--- src/rtl/tbird_pkg.sv ---
`default_nettype none
// ============================================================================
// Module      : tbird_pkg
// Description : Shared encodings for the six-lamp tail-light bus
//               {lc,lb,la,ra,rb,rc}: legal lamp patterns, decoded mode,
//               monitor FSM states and pattern decode helpers. Used by both
//               the turn-signal sequencer and the receive-side monitor.
// Ports       : none (package)
// Revision    : 1.0 - initial release
// ============================================================================
package tbird_pkg;

   typedef enum logic [5:0] {
      PAT_IDLE = 6'b000000,
      PAT_L1   = 6'b001000,
      PAT_L2   = 6'b011000,
      PAT_L3   = 6'b111000,
      PAT_R1   = 6'b000100,
      PAT_R2   = 6'b000110,
      PAT_R3   = 6'b000111,
      PAT_H1   = 6'b001100,
      PAT_H2   = 6'b011110,
      PAT_H3   = 6'b111111
   } lamp_pat_t;

   typedef enum logic [1:0] {
      MODE_IDLE  = 2'd0,
      MODE_LEFT  = 2'd1,
      MODE_RIGHT = 2'd2,
      MODE_HAZ   = 2'd3
   } mode_t;

   typedef enum logic [1:0] {
      M_IDLE   = 2'd0,
      M_RUN    = 2'd1,
      M_RESYNC = 2'd2
   } mon_state_t;

   // Sequence family of a pattern; illegal patterns decode as MODE_IDLE.
   function automatic mode_t pat_mode(input lamp_pat_t p);
      case (p)
         PAT_L1, PAT_L2, PAT_L3: pat_mode = MODE_LEFT;
         PAT_R1, PAT_R2, PAT_R3: pat_mode = MODE_RIGHT;
         PAT_H1, PAT_H2, PAT_H3: pat_mode = MODE_HAZ;
         default:                pat_mode = MODE_IDLE;
      endcase
   endfunction

   // Step number within the family; 0 for IDLE and illegal patterns.
   function automatic logic [1:0] pat_step(input lamp_pat_t p);
      case (p)
         PAT_L1, PAT_R1, PAT_H1: pat_step = 2'd1;
         PAT_L2, PAT_R2, PAT_H2: pat_step = 2'd2;
         PAT_L3, PAT_R3, PAT_H3: pat_step = 2'd3;
         default:                pat_step = 2'd0;
      endcase
   endfunction

   // True for any of the ten named patterns.
   function automatic logic pat_legal(input logic [5:0] p);
      case (p)
         PAT_IDLE, PAT_L1, PAT_L2, PAT_L3, PAT_R1,
         PAT_R2, PAT_R3, PAT_H1, PAT_H2, PAT_H3: pat_legal = 1'b1;
         default:                                pat_legal = 1'b0;
      endcase
   endfunction

endpackage
`default_nettype wire

--- src/rtl/tbird_monitor_sat_counter.sv ---
`default_nettype none
// ============================================================================
// Module      : sat_counter
// Description : W-bit up counter that sticks at all-ones.
// Ports       : clk  - clock
//               rst  - synchronous active-high reset (clears q)
//               inc  - increment request
//               q    - count value
// Revision    : 1.0 - initial release
// ============================================================================
module sat_counter #(
   parameter int W = 8
) (
   input  logic         clk,
   input  logic         rst,
   input  logic         inc,
   output logic [W-1:0] q
);

   logic [W-1:0] r_q;

   always_ff @(posedge clk) begin
      if (rst)
         r_q <= '0;
      else if (inc && (r_q != {W{1'b1}}))
         r_q <= r_q + 1'b1;
   end

   assign q = r_q;

endmodule
`default_nettype wire

--- src/rtl/tbird_monitor.sv ---
`default_nettype none
// ============================================================================
// Module      : tbird_monitor
// Description : Receive-side protocol checker for the tail-light bus. Decodes
//               mode/step from the sampled lamp pattern, flags illegal
//               patterns, successions and hold times, and counts completed
//               sequences per mode with saturating counters.
// Ports       : clk, rst           - clock, synchronous active-high reset
//               lc,lb,la,ra,rb,rc  - lamp inputs (same clock domain)
//               mode, step         - decoded mode / step (registered)
//               done, err          - 1-clk completion / violation pulses
//               err_sticky         - latched violation, cleared by rst only
//               left_cnt, right_cnt, haz_cnt - completed sequence counts
// Revision    : 1.0 - initial release
// ============================================================================
module tbird_monitor
   import tbird_pkg::*;
#(
   parameter int CNT_W = 8,
   parameter int HOLD  = 1
) (
   input  logic             clk,
   input  logic             rst,
   input  logic             lc,
   input  logic             lb,
   input  logic             la,
   input  logic             ra,
   input  logic             rb,
   input  logic             rc,
   output logic [1:0]       mode,
   output logic [1:0]       step,
   output logic             done,
   output logic             err,
   output logic             err_sticky,
   output logic [CNT_W-1:0] left_cnt,
   output logic [CNT_W-1:0] right_cnt,
   output logic [CNT_W-1:0] haz_cnt
);

   localparam int HW = $clog2(HOLD + 1);
   localparam logic [HW-1:0] c_hold_max = HW'(HOLD);

   // Sampled pattern and its decode
   logic [5:0] w_pat;
   logic       w_legal;
   logic       w_is_idle;
   mode_t      w_pmode;
   logic [1:0] w_pstep;

   assign w_pat     = {lc, lb, la, ra, rb, rc};
   assign w_legal   = pat_legal(w_pat);
   assign w_is_idle = (w_pat == PAT_IDLE);
   assign w_pmode   = pat_mode(lamp_pat_t'(w_pat));
   assign w_pstep   = pat_step(lamp_pat_t'(w_pat));

   // State and output registers
   mon_state_t    r_state, w_state;
   mode_t         r_mode,  w_mode;
   logic [1:0]    r_step,  w_step;
   logic [HW-1:0] r_hold,  w_hold;
   logic          r_done,  w_done;
   logic          r_err,   w_err;
   logic          r_err_sticky;

   always_ff @(posedge clk) begin
      if (rst) begin
         r_state      <= M_IDLE;
         r_mode       <= MODE_IDLE;
         r_step       <= 2'd0;
         r_hold       <= '0;
         r_done       <= 1'b0;
         r_err        <= 1'b0;
         r_err_sticky <= 1'b0;
      end else begin
         r_state      <= w_state;
         r_mode       <= w_mode;
         r_step       <= w_step;
         r_hold       <= w_hold;
         r_done       <= w_done;
         r_err        <= w_err;
         r_err_sticky <= r_err_sticky | w_err;
      end
   end

   always_comb begin
      w_state = r_state;
      w_mode  = r_mode;
      w_step  = r_step;
      w_hold  = r_hold;
      w_done  = 1'b0;
      w_err   = 1'b0;

      case (r_state)
         M_IDLE: begin
            if (!w_is_idle) begin
               if (w_legal && (w_pstep == 2'd1)) begin
                  w_state = M_RUN;
                  w_mode  = w_pmode;
                  w_step  = 2'd1;
                  w_hold  = HW'(1);
               end else begin
                  w_err = 1'b1;
               end
            end
         end

         M_RUN: begin
            if (w_legal && (w_pmode == r_mode) && (w_pstep == r_step)) begin
               // Repeat of the current pattern: allowed until HOLD samples seen
               if (r_hold < c_hold_max)
                  w_hold = r_hold + 1'b1;
               else
                  w_err = 1'b1;
            end else if (w_legal && (w_pmode == r_mode) &&
                         (w_pstep == r_step + 2'd1) && (r_hold == c_hold_max)) begin
               w_step = w_pstep;
               w_hold = HW'(1);
            end else if (w_is_idle && (r_step == 2'd3) && (r_hold == c_hold_max)) begin
               w_state = M_IDLE;
               w_mode  = MODE_IDLE;
               w_step  = 2'd0;
               w_hold  = '0;
               w_done  = 1'b1;
            end else begin
               w_err = 1'b1;
            end
         end

         M_RESYNC: begin
            if (w_is_idle)
               w_state = M_IDLE;
         end

         default: begin
            w_state = M_IDLE;
            w_mode  = MODE_IDLE;
            w_step  = 2'd0;
            w_hold  = '0;
         end
      endcase

      // Any violation drops decode; an IDLE offending sample already resyncs.
      if (w_err) begin
         w_mode  = MODE_IDLE;
         w_step  = 2'd0;
         w_hold  = '0;
         w_state = w_is_idle ? M_IDLE : M_RESYNC;
      end
   end

   // Completed-sequence counters, indexed LEFT/RIGHT/HAZ
   logic [2:0]       w_inc;
   logic [CNT_W-1:0] w_cnt [3];

   assign w_inc[0] = w_done && (r_mode == MODE_LEFT);
   assign w_inc[1] = w_done && (r_mode == MODE_RIGHT);
   assign w_inc[2] = w_done && (r_mode == MODE_HAZ);

   for (genvar gi = 0; gi < 3; gi++) begin : g_cnt
      sat_counter #(
         .W (CNT_W)
      ) u_cnt (
         .clk (clk),
         .rst (rst),
         .inc (w_inc[gi]),
         .q   (w_cnt[gi])
      );
   end

   assign mode       = r_mode;
   assign step       = r_step;
   assign done       = r_done;
   assign err        = r_err;
   assign err_sticky = r_err_sticky;
   assign left_cnt   = w_cnt[0];
   assign right_cnt  = w_cnt[1];
   assign haz_cnt    = w_cnt[2];

endmodule
`default_nettype wire

--- config.mk ---
export PLATFORM = sky130hd
export DESIGN_NAME = tbird_monitor
export DESIGN_NICKNAME = d
export VERILOG_FILES = /design/src/rtl/tbird_pkg.sv /design/src/rtl/tbird_monitor_sat_counter.sv /design/src/rtl/tbird_monitor.sv
export SDC_FILE = /design/constraint.sdc
export NUM_CORES = 1
export LEC_CHECK = 0
export CORE_ASPECT_RATIO = 1.75
export CORE_UTILIZATION = 50
export CTS_CLUSTER_DIAMETER = 150
export DETAILED_ROUTE_END_ITERATION = 8
export PLACE_DENSITY = 0.78
export SYNTH_ARGS = -nofsm -noshare
export SYNTH_HDL_FRONTEND = slang
export SYNTH_SLANG_ARGS = --single-unit
--- constraint.sdc ---
create_clock -name clk -period 5.6 [get_ports clk]
set_input_delay 1.12 -clock clk [delete_from_list [all_inputs] [get_ports clk]]
set_output_delay 1.12 -clock clk [all_outputs]
set_load 0.05 [all_outputs]
==> flow_summary.ini <==
[status]
status = completed

[logic_synthesis]
netlist.area_leader.share_pct = 35.4
synth-edff-count = 0
synth_seq_area_share_pct = 35.4
synthArstFlopShare_pct = 0
syn_area_per_cell_sq_um = 9.08
ys_top_cells_by_area = dfxtp_1, xor2_1, nor2_1
synthTopCellsByCount = dfxtp_1, nor2_1, xor2_1
syn_inst = 212
synth.most_common_cell = dfxtp_1
ys.warnings.count = 0
synth_top_flop_cell = dfxtp_1
synth_top_area_cell = dfxtp_1
yosysUniqueCellTypes = 57
ys_ff_latch = 34
synth_nets = 224
syn_area_sq_um = 1920

[sta]
hold_violations = 0
grt_setup_unrepaired = false
hold-worst-slack_ns = 0.456
finalCritPeriodShare_pct = 66.8
period_needed_ns = 3.74
slew_viol_final = 0
clock_skew_ns = 0.00499
fin_tns_setup_ns = 0
tightest_slew_ns = 0.515
fmax_mhz = 267
slew_headroom_pct = 65.5
finalSetupViolations = 0

[run]
drv_cap = 0

[clock_tree]
clkTransAtPathRegs_ns = 0.06
postCtsSetupBuffers = 0
cts_buffers = 5
root_buffer = clkbuf_8
cts_tree = yes
cts_resized = 0
htreeDepth = 2
hold_buffers = 0
insertion_delay_ns = 0.28
clock_sinks = 34
clockBufferDepth = 2

[finish]
drive_gt1_share_pct = 10.0
antenna_cells = 0
area_growth_pct = 25.1
final_nets = 261

[critical_path]
slowest_stage = clkdlybuf4s50_1
cp-end-kind = register
crit_start = rb
path_common_cell = nand3_1
critical_path_class = input port to register
slowest_delay_ns = 0.60
cp_cell_sequence = clkdlybuf4s50_1, nor4_4, o2bb2a_2, nand3_1, nand3_1, or4b_4, nand4_2, mux2i_1, nor3b_2
crit_fanout = 9
critical_path_required_ns = 5.76
reg2reg_from = r_state[0]
cp.arrival_ns = 3.90
start_kind = input port

[global_route]
grt_usage_pct = 21.2
grt_pass1_wl_um = 6840
overflow = 0
antenna_found_initial = 0
grt_max_degree = 35
grt_pass1_vias = 1612

[drt]
first_pass_iters = 4
drc = 0
routedWlPerCell_um = 13.8
drt-initial-drc-count = 20
vias_per_cell = 5.63
drt-total-wl_um = 4080
via_count = 1665
antenna_left = 0

[floorplanning]
io_pins = 39
start_util_pct = 52.5
fp.dieW_um = 48.9
die_area_sq_um = 4110
rows = 29
core_sq_um = 3660
die_y_um = 84.1

[min_path]
hold_path_class = register to register
hp-start = err_sticky

[pwr]
peakVddDrop_uv = 173
p_per_area_nw_per_um2 = 208
p_leak_nw = 0.837

[placement]
io_buffers = 38
dp_hpwl_um = 2980
globalplace.congestion = 0.987
[area by class of cell]
class | count | area [sq um]
multi-input cells | 166 | 1160
inverters | 3 | 11.3
repair buffers | 39 | 388
fillers | 319 | 1260
flip-flops and latches | 34 | 681
well taps | 46 | 57.6
clock buffers | 8 | 110
[sequential cells by signal, indices dropped and copies added, names as in the netlist]
name           flops
done               1
err                1
err_sticky         1
g_cnt.u_cnt.q     24
mode               2
r_hold             1
r_state            2
step               2
[cell usage in the layout (no fill, tap or decap), drive strengths merged, types with 2 or more instances in the layout]
cell type and instances:
a211oi 2, a21oi 5, and3 5, and4 3, clkbuf 8, clkdlybuf4s50 38
dfxtp 34, ha 4, inv 3, mux2i 6, nand2 11, nand2b 2
nand3 12, nand4 9, nor2 32, nor2b 3, nor3 5, nor3b 5
nor4 2, o2111ai 2, o21ai 7, o22a 2, or2 2, or3 6
or4b 2, xnor2 7, xor2 15
[layer usage]
layer  GRT usage [%]  wire length (um)  up-vias
li1                -                 -      840
met1            22.4              1630      775
met2            37.4              2210       39
met3            3.83               122       11
met4            13.6               124        0
met5               0                 0        -
[report_power, final]
group           total, W  switching, W  internal [W]
sequential      0.000247    0.00000253      0.000244
clock           0.000208     0.0000844      0.000124
combinational  0.0000465     0.0000279     0.0000186
total           0.000502      0.000115      0.000387
[final timing paths]
| path | slack [ns] | cells past startpoint | end |
|---|---|---|---|
| setup / recovery | 1.86 | 9 | mode[0] |
| setup reg to reg | 3.31 | 7 | g_cnt[2].u_cnt.q[5] |
| hold reg to reg | 0.46 | 2 | err_sticky |
| hold / removal | 0.46 | 2 | err_sticky |
[metrics by stage]
stage	instance area [sq um]	worst slack [ns]	utilization, %	cells	total power, W
after floorplan	1920	2.41	-	212	0.000287
after global placement	2300	1.63	62.7	288	0.000298
after detailed placement	2300	1.64	62.7	288	0.000298
after CTS	2410	1.90	65.7	296	0.000509
after global routing	2410	1.77	65.7	296	0.000524
final	2410	1.86	65.7	296	0.000502
[critical path, delay by kind of cell]
family / cells / cell delay (ns)
AO/OA/AOI/OAI: 1 / 0.30
buffers and inverters: 1 / 0.60
multiplexers: 1 / 0.25
AND/OR/NAND/NOR: 6 / 1.62
[cells by family after synthesis]
| group | after synthesis | synth area share (%) |
|---|---|---|
| mux | 6 | 3.12 |
| fa+ha+maj | 4 | 2.60 |
| buf+inv | 12 | 4.36 |
| flops | 34 | 35.4 |
| xor+xnor | 22 | 10.0 |
| simple gates | 102 | 31.0 |
| compound gates | 32 | 13.6 |
(Power assumes the default switching activity.)
